`config.mk`:
```
export PLATFORM = sky130hd
export DESIGN_NAME = func_logic
export DESIGN_NICKNAME = d
export VERILOG_FILES = /design/src/rtl/func_logic_pkg.sv /design/src/rtl/func_lut.sv /design/src/rtl/func_logic.sv
export SDC_FILE = /design/constraint.sdc
export NUM_CORES = 1
export LEC_CHECK = 0
export ABC_AREA = 0
export BUFFER_PORTS_ARGS = -buffer_cell sky130_fd_sc_hd__clkbuf_2
export CAP_MARGIN = 30
export CORE_ASPECT_RATIO = 1.1
export CORE_MARGIN = 5
export CORE_UTILIZATION = 50
export DETAILED_ROUTE_END_ITERATION = 16
export GPL_ROUTABILITY_DRIVEN = 0
export PLACE_DENSITY_LB_ADDON = 0.1
export SLEW_MARGIN = 20
export SYNTH_ARGS = -nofsm -noshare
export SYNTH_HDL_FRONTEND = slang
export SYNTH_SLANG_ARGS = --single-unit
```
`constraint.sdc`:
```
create_clock -name clk -period 2.3 [get_ports clk]
set_input_delay 0.345 -clock clk [delete_from_list [all_inputs] [get_ports clk]]
set_output_delay 0.345 -clock clk [all_outputs]
set_load 0.1 [all_outputs]
```
`src/rtl/func_logic_pkg.sv`:
```
// ---------------------------------------------------------------------------
// func_logic_pkg
// Shared types and constants for the func_logic 4-input LUT cell.
//   TT_W            : truth-table width (one bit per input combination)
//   func_idx_t      : 4-bit LUT index, {a,b,c,d} with a as the MSB
//   func_tt_t       : 16-bit truth table, bit i is the output for index i
//   FUNC_TT_DEFAULT : table loaded at reset, y = (a & ~b) | (c & d)
// ---------------------------------------------------------------------------
package func_logic_pkg;

    localparam int TT_W = 16;

    typedef logic [3:0]      func_idx_t;
    typedef logic [TT_W-1:0] func_tt_t;

    localparam func_tt_t FUNC_TT_DEFAULT = 16'h8F88;

endpackage : func_logic_pkg

```
`src/rtl/func_lut.sv`:
```
// ---------------------------------------------------------------------------
// func_lut
// Purely combinational 16:1 table lookup. It has no state. The parent module
// registers the result.
// Ports:
//   idx : input  func_idx_t, selects one truth-table bit
//   tt  : input  func_tt_t,  the active truth table
//   val : output 1-bit,      tt[idx]
// ---------------------------------------------------------------------------
module func_lut
    import func_logic_pkg::*;
(
    input  func_idx_t idx,
    input  func_tt_t  tt,
    output logic      val
);

    // Select the table bit for the current input combination.
    assign val = tt[idx];

endmodule : func_lut

```
`src/rtl/func_logic.sv`:
```
// ---------------------------------------------------------------------------
// func_logic
// Registered 4-input Boolean function evaluator built around a 16-entry LUT
// that can be reprogrammed at run time.
// Parameters:
//   TT_DEFAULT : truth table restored by reset
//   CNT_W      : hit counter width (only with FUNC_HIT_CNT_EN)
// Ports:
//   clk      : input,  system clock, rising edge
//   rst      : input,  asynchronous active-high reset
//   a,b,c,d  : input,  function inputs, index = {a,b,c,d}
//   tt_we    : input,  one-cycle truth-table write strobe
//   tt_wdata : input,  new truth table (same bit order as TT_DEFAULT)
//   y        : output, registered function result (1-cycle latency)
//   hit_cnt  : output, saturating count of cycles with y=1
//              (only with FUNC_HIT_CNT_EN)
// Configuration macro: FUNC_HIT_CNT_EN adds the hit counter and its port.
// ---------------------------------------------------------------------------
module func_logic
    import func_logic_pkg::*;
#(
    parameter func_tt_t TT_DEFAULT = FUNC_TT_DEFAULT
`ifdef FUNC_HIT_CNT_EN
    ,
    parameter int       CNT_W      = 8
`endif
)
(
    input  logic             clk,
    input  logic             rst,
    input  logic             a,
    input  logic             b,
    input  logic             c,
    input  logic             d,
    input  logic             tt_we,
    input  func_tt_t         tt_wdata,
`ifdef FUNC_HIT_CNT_EN
    output logic [CNT_W-1:0] hit_cnt,
`endif
    output logic             y
);

    func_tt_t  r_ttReg;
    logic      r_y;
    func_idx_t w_idx;
    logic      w_lutOut;

    assign w_idx = {a, b, c, d};

    // Combinational lookup into the current (pre-write) table.
    func_lut u_lut (
        .idx (w_idx),
        .tt  (r_ttReg),
        .val (w_lutOut)
    );

    // Truth-table storage. A write takes effect on the edge it is sampled.
    // The lookup feeding r_y on that same edge still sees the old contents,
    // so the new table first affects y on the following edge.
    always_ff @(posedge clk or posedge rst) begin
        if (rst) begin
            r_ttReg <= TT_DEFAULT;
        end else if (tt_we) begin
            r_ttReg <= tt_wdata;
        end
    end

    // Output register. This keeps a full clock of latency between the inputs
    // and y, and there is no combinational path from the inputs to y.
    always_ff @(posedge clk or posedge rst) begin
        if (rst) begin
            r_y <= 1'b0;
        end else begin
            r_y <= w_lutOut;
        end
    end

    assign y = r_y;

`ifdef FUNC_HIT_CNT_EN
    logic [CNT_W-1:0] r_hitCnt;

    // Count edges where the value being registered into y is 1. w_lutOut is
    // that value. The counter sticks at all-ones rather than wrapping. Only
    // reset clears it; table writes leave it alone.
    always_ff @(posedge clk or posedge rst) begin
        if (rst) begin
            r_hitCnt <= '0;
        end else if (w_lutOut && (r_hitCnt != {CNT_W{1'b1}})) begin
            r_hitCnt <= r_hitCnt + CNT_W'(1);
        end
    end

    assign hit_cnt = r_hitCnt;
`endif

endmodule : func_logic

```
==> flow_summary.yaml, run 1 <==
outcome:
  status: "finished, final reports clean"
logic_synthesis:
  ys_ff_latch: 17
  synth_most_common_cell: "mux2_2"
  synthXorXnorAreaFrac_pct: 0
  yosys_warnings: 0
  synth_fa_ha_area_share_pct: 0
  netlist_top_cells_count: "mux2_2 (16), dfrtp_1 (10), dfstp_2 (7)"
  synth_compound_area_share_pct: 0
  synth_mux_area_share_pct: 41.3
  syn-cell-area_um2: 763
  yosysTopAreaCell: "dfrtp_1"
  synthTopCellsByArea: "dfrtp_1 (33%), dfstp_2 (24%), mux2_2 (24%)"
  synth_ff_type: "dfrtp_1"
  async_flop_share_pct: 100
  synth_enable_flop_cells: 0
  ys_seq_area_share_pct: 56.9
  synthesis.nets: 66
  yosys.area_share.simple_pct: 0
  synth_top_area_share_pct: 32.8
  syn-instance-count: 43
  synth_top_family_by_area: "multiplexers"
  avgSynthCellArea_um2: 17.7
  synthDistinctLibCells: 7
drt:
  vias: 446
  wl_um: 1290
  drc_errors: 0
  viasPerCell: 5.31
  drt-initial-drc-count: 2
  dr.pass1.iters: 2
  wire_per_inst_um: 15.4
  antenna_left: 0
timing:
  hold_viol: 0
  maxSlewHeadroom_pct: 60.2
  period_minus_slack_ns: 1.41
  fin_setup_tns_ns: 0
  fin_skew_ns: 0.00262
  rsz0062_at_grt: "no"
  setup_ws_ns: 0.887
  fmax_mhz: 707
  worst_slew_pin_slew_ns: 0.596
  period_share_pct: 61.5
  drv_slew: 0
  setup_viol_count_final: 0
power_and_ir_drop:
  vdd_ir_drop_max_v: 0.000483
  leakagePower_nw: 0.429
  cellPowerDensity_nw_per_um2: 682
place:
  dp_slack_ns: 0.848
  port_buffers: 23
  hpwlAfterDp_um: 1050
finish:
  drive_gt1_share_pct: 72.1
  area_delta_synth_final_pct: 19.8
  fin_nets: 92
  diodes: 0
global_route:
  gr-total-overflow: 0
  grt_pass1_wl_um: 2260
  antenna_found_initial: 0
  grt_max_degree: 18
  grt_pass1_vias: 535
  grt_usage_pct: 13.1
clock_tree:
  cts_root_buffer: "clkbuf_4"
  cts_tree: "done"
  cts_resized: 0
  numCtsBuffers: 3
  cts.sink_count: 17
  hold_buffers: 0
  htree_num_levels: 1
  clkLatencyLatePin_ns: 0.28
  clk_pin_slew_ns: 0.09
  post_cts_buffers: 0
  cts_max_path_buffers: 2
floorplan:
  fp.dieW_um: 47.3
  pin_count: 24
  die_area_um2: 2410
  start_util_pct: 54.5
  rows: 14
  coreArea_um2: 1400
  die_y_um: 51.0
hold_path:
  hp-class: "in -> async"
worst_setup_path:
  r2r_start: "r_ttReg[1]$_DFFE_PP0P_"
  worstSetupStartpointType: "flip-flop"
  cp_max_fo: 1
  critPathKind: "reg -> out"
  crit_path_start: "y$_DFF_PP0_"
  arrival_ns: 1.07
  slowest_stage: "clkbuf_2"
  cp_cell_sequence: "clkbuf_2"
  endpoint_kind: "primary output"
  crit_family: "buffers and inverters"
  critPathBufInv: 1
  crit_required_ns: 1.96
  cp_slowest_stage_delay_ns: 0.45
run:
  cap_violations: 0
per-stage QoR:
| stage | power, mW | hold slack (ns) | cell area (µm²) | util, % | instances |
|---|---|---|---|---|---|
| 4_1_cts | 0.636 | 0.118 | 915 | 65.3 | 84 |
| 6_report | 0.624 | 0.0969 | 915 | 65.3 | 84 |
| 3_5_place_dp | 0.481 | 0.431 | 888 | 63.4 | 80 |
| 2_1_floorplan | 0.442 | 0.266 | 763 | - | 43 |
| 3_3_place_gp | 0.475 | 0.430 | 888 | 63.4 | 80 |
| 5_1_grt | 0.662 | 0.149 | 915 | 65.3 | 84 |
flip-flops by register name (all words and copies together), names as in the netlist:
signal and count:
r_ttReg 16, y 1
worst paths after layout:
check,to,slack (ns),cells after the start
setup / recovery,y,0.89,1
hold / removal,r_ttReg[14]$_DFFE_PP0P_,0.1,2
setup reg to reg,y$_DFF_PP0_,1.06,3
hold reg to reg,r_ttReg[4]$_DFFE_PP0P_,0.51,1
max in group asynchronous,r_ttReg[5]$_DFFE_PP0P_,1.82,2
min in group clk,y$_DFF_PP0_,0.26,2
logic make-up (layout without fill, tap and decap cells):
kind of cell / after synthesis / in the layout
buffers and inverters: 3 / 28
DFF: 17 / 17
muxes: 23 / 23
routing by layer:
layer / global-route usage (%) / up-vias / routed length [µm] / share of wire [%]
met1: 17.0 / 214 / 580 / 45
li1: - / 214 / - / -
met4: 6.91 / 0 / 0 / 0
met2: 20.1 / 18 / 599 / 46
met3: 2.46 / 0 / 115 / 8.9
met5: 0 / - / 0 / 0
power breakdown:
part | total (mW) | leakage [nW] | switching (mW) | internal [mW]
registers | 0.353 | 0.191 | 0.0135 | 0.339
logic | 0.119 | 0.224 | 0.0594 | 0.0592
clock network | 0.152 | 0.0150 | 0.0847 | 0.0672
total | 0.624 | 0.429 | 0.158 | 0.466
cells in the final DEF, fill, tap and decap left out, drive strengths merged:
| cell type | synthesis | final |
|---|---|---|
| mux2i | 3 | 3 |
| mux4 | 4 | 4 |
| dfrtp | 10 | 10 |
| mux2 | 16 | 16 |
| clkbuf | 0 | 27 |
| inv | 1 | 1 |
| dfstp | 7 | 7 |
final cells by class:
class	count	area, µm²
fill	104	487
sequential	17	434
multi-input combinational	23	315
timing repair buffer	23	115
clock buffer	4	26.3
tap	16	20.0
inverter	1	3.75
(Power assumes the default switching activity.)
==> run 2: changes to the inputs <==
- CORE_UTILIZATION: 50 -> 43
- clock period: 2.3 -> 1.3 ns (I/O delays scaled with it)
==> run 2 against run 1 <==
Effect of this change: setup slack got worse by 0.81 ns; non-clock buffer count is 3 higher; core utilization fell by 11 points; hold slack improved by 0.0025 ns; sequential share of layout area down 1.3 points; clock-buffer cell count is the same.
==> flow_summary.yaml, run 2 (synthesis results as in run 1) <==
drt:
  drc_errors: 0
  dr.pass1.iters: 2
  drt-initial-drc-count: 6
  wire_per_inst_um: 14.6
  wl_met3_um: 97
  wl_met2_um: 586
  vias: 457
  top_layer_used: "met4"
  wl_um: 1300
  wl_met1_um: 591
  viasPerCell: 5.13
  antenna_left: 0
worst_setup_path:
  arrival_ns: 1.39
  crit_path_start: "r_ttReg[13]$_DFFE_PP0P_"
  r2r_cells: 3
  worstSetupStartpointType: "flip-flop"
  r2r_end: "y$_DFF_PP0_"
  r2r_setup_slack_ns: 0.08
  crit_required_ns: 1.47
  r2r_start: "r_ttReg[13]$_DFFE_PP0P_"
  cp_max_fo: 2
  critPathKind: "reg -> reg"
  endpoint_kind: "flip-flop"
floorplan:
  die_area_um2: 2720
  start_util_pct: 43.8
  fp.dieW_um: 50.2
  coreArea_um2: 1740
  die_y_um: 54.2
  pin_count: 24
  rows: 16
power_and_ir_drop:
  switching_share_pct: 24.9
  vdd_ir_drop_max_v: 0.000637
  intPower_mw: 0.835
  p_clk_share_pct: 23.8
  power_switching_mw: 0.276
  leakagePower_nw: 0.440
  cellPowerDensity_nw_per_um2: 1180
  p_seq_share_pct: 56.5
  combPwrFrac_pct: 19.7
hold_path:
  hp-start: "b"
  whs_endpoint: "y$_DFF_PP0_"
  hold-path-cell-count: 2
  hp-class: "in -> reg"
global_route:
  grt_pass1_wl_um: 2140
  grt_usage_pct: 10.8
  grt_max_degree: 18
  grt_pass1_vias: 460
  antenna_found_initial: 0
  gr-total-overflow: 0
run:
  cap_violations: 0
clock_tree:
  htree_num_levels: 1
  clk_pin_slew_ns: 0.09
  cts_root_buffer: "clkbuf_4"
  cts.sink_count: 17
  numCtsBuffers: 3
  clkLatencyLatePin_ns: 0.28
  cts_max_path_buffers: 2
  cts_tree: "done"
timing:
  setup_viol_count_final: 0
  holdWs_ns: 0.0995
  hold_viol: 0
  worst_slew_pin_slew_ns: 0.388
  fmax_mhz: 821
  fin_skew_ns: 0.00391
  rsz0062_at_grt: "no"
  period_minus_slack_ns: 1.22
  fin_setup_tns_ns: 0
  maxSlewHeadroom_pct: 74.2
  period_share_pct: 93.7
  drv_slew: 0
finish:
  layout_common_cells: "clkbuf_2 (22), mux2_2 (16), dfrtp_1 (10), dfstp_2 (7)"
  largest_reg_flops: 16
  top_register: "r_ttReg"
  final_common_cell: "clkbuf_2"
  area_delta_synth_final_pct: 23.3
  drive_gt1_share_pct: 73.2
  fin_nets: 95
  final_core_util_pct: 54.0
  diodes: 0
place:
  hpwlAfterDp_um: 1040
  port_buffers: 23
outcome:
  status: "finished, final reports clean"
[run 2: changes by cell type in the layout (fill, tap and decap cells not counted)]
cell           change
buf_4              +3
clkbuf_2           -1
dlygate4sd3_1      +1
mux4_1             -1
mux4_2             +1
[run 2: worst max-delay path by stage]
stage	depth (start not counted)	slack (ns)	end
final	3	0.08	y$_DFF_PP0_
after global routing	3	0.02	y$_DFF_PP0_
after CTS	3	0.06	y$_DFF_PP0_
after detailed placement	4	0.02	y$_DFF_PP0_
after global placement	4	0.07	y$_DFF_PP0_
after floorplan	3	0.15	y$_DFF_PP0_
[run 2: worst max-delay path, cell delays in order, from the launching register on]
cell and delay (ns):
dfrtp_1 0.38, mux4_1 0.50, mux2i_1 0.14, mux2i_1 0.08
[run 2: layout make-up]
cell class                 count  area (µm²)
fill                         163         801
sequential                    17         434
multi-input combinational     23         312
timing repair buffer          26         143
clock buffer                   4        26.3
tap                           18        22.5
inverter                       1        3.75
[run 2: power groups by stage]
stage | clock (mW) | sequential [mW] | combinational [mW]
4_1_cts | 0.278 | 0.628 | 0.222
6_report | 0.265 | 0.628 | 0.219
3_3_place_gp | 0 | 0.639 | 0.214
5_1_grt | 0.316 | 0.633 | 0.237
2_1_floorplan | 0 | 0.672 | 0.110
3_5_place_dp | 0 | 0.638 | 0.220
[run 2: repair_timing]
action / 4_1_cts / 5_1_grt
hold buffers: 1 / 0
buffers inserted: 0 / 0
gates resized for setup: 0 / 1
endpoints found under the hold margin: 10 / 0
endpoints found under the setup margin: 0 / 1
[run 2: per-stage QoR]
step                instances  setup slack, ns  cell area, µm²  total power, mW
finish                     89           0.0813             941             1.11
global route               89           0.0236             941             1.19
CTS                        89           0.0647             945             1.13
detailed placement         84           0.0234             908            0.858
global placement           84           0.0725             908            0.852
floorplan                  43            0.146             763            0.782
[run 2: metal layers]
metal	track usage, %	vias to the layer above
met5	0	-
met4	6.55	0
met2	16.3	15
li1	-	216
met3	3.05	4
met1	13.7	222
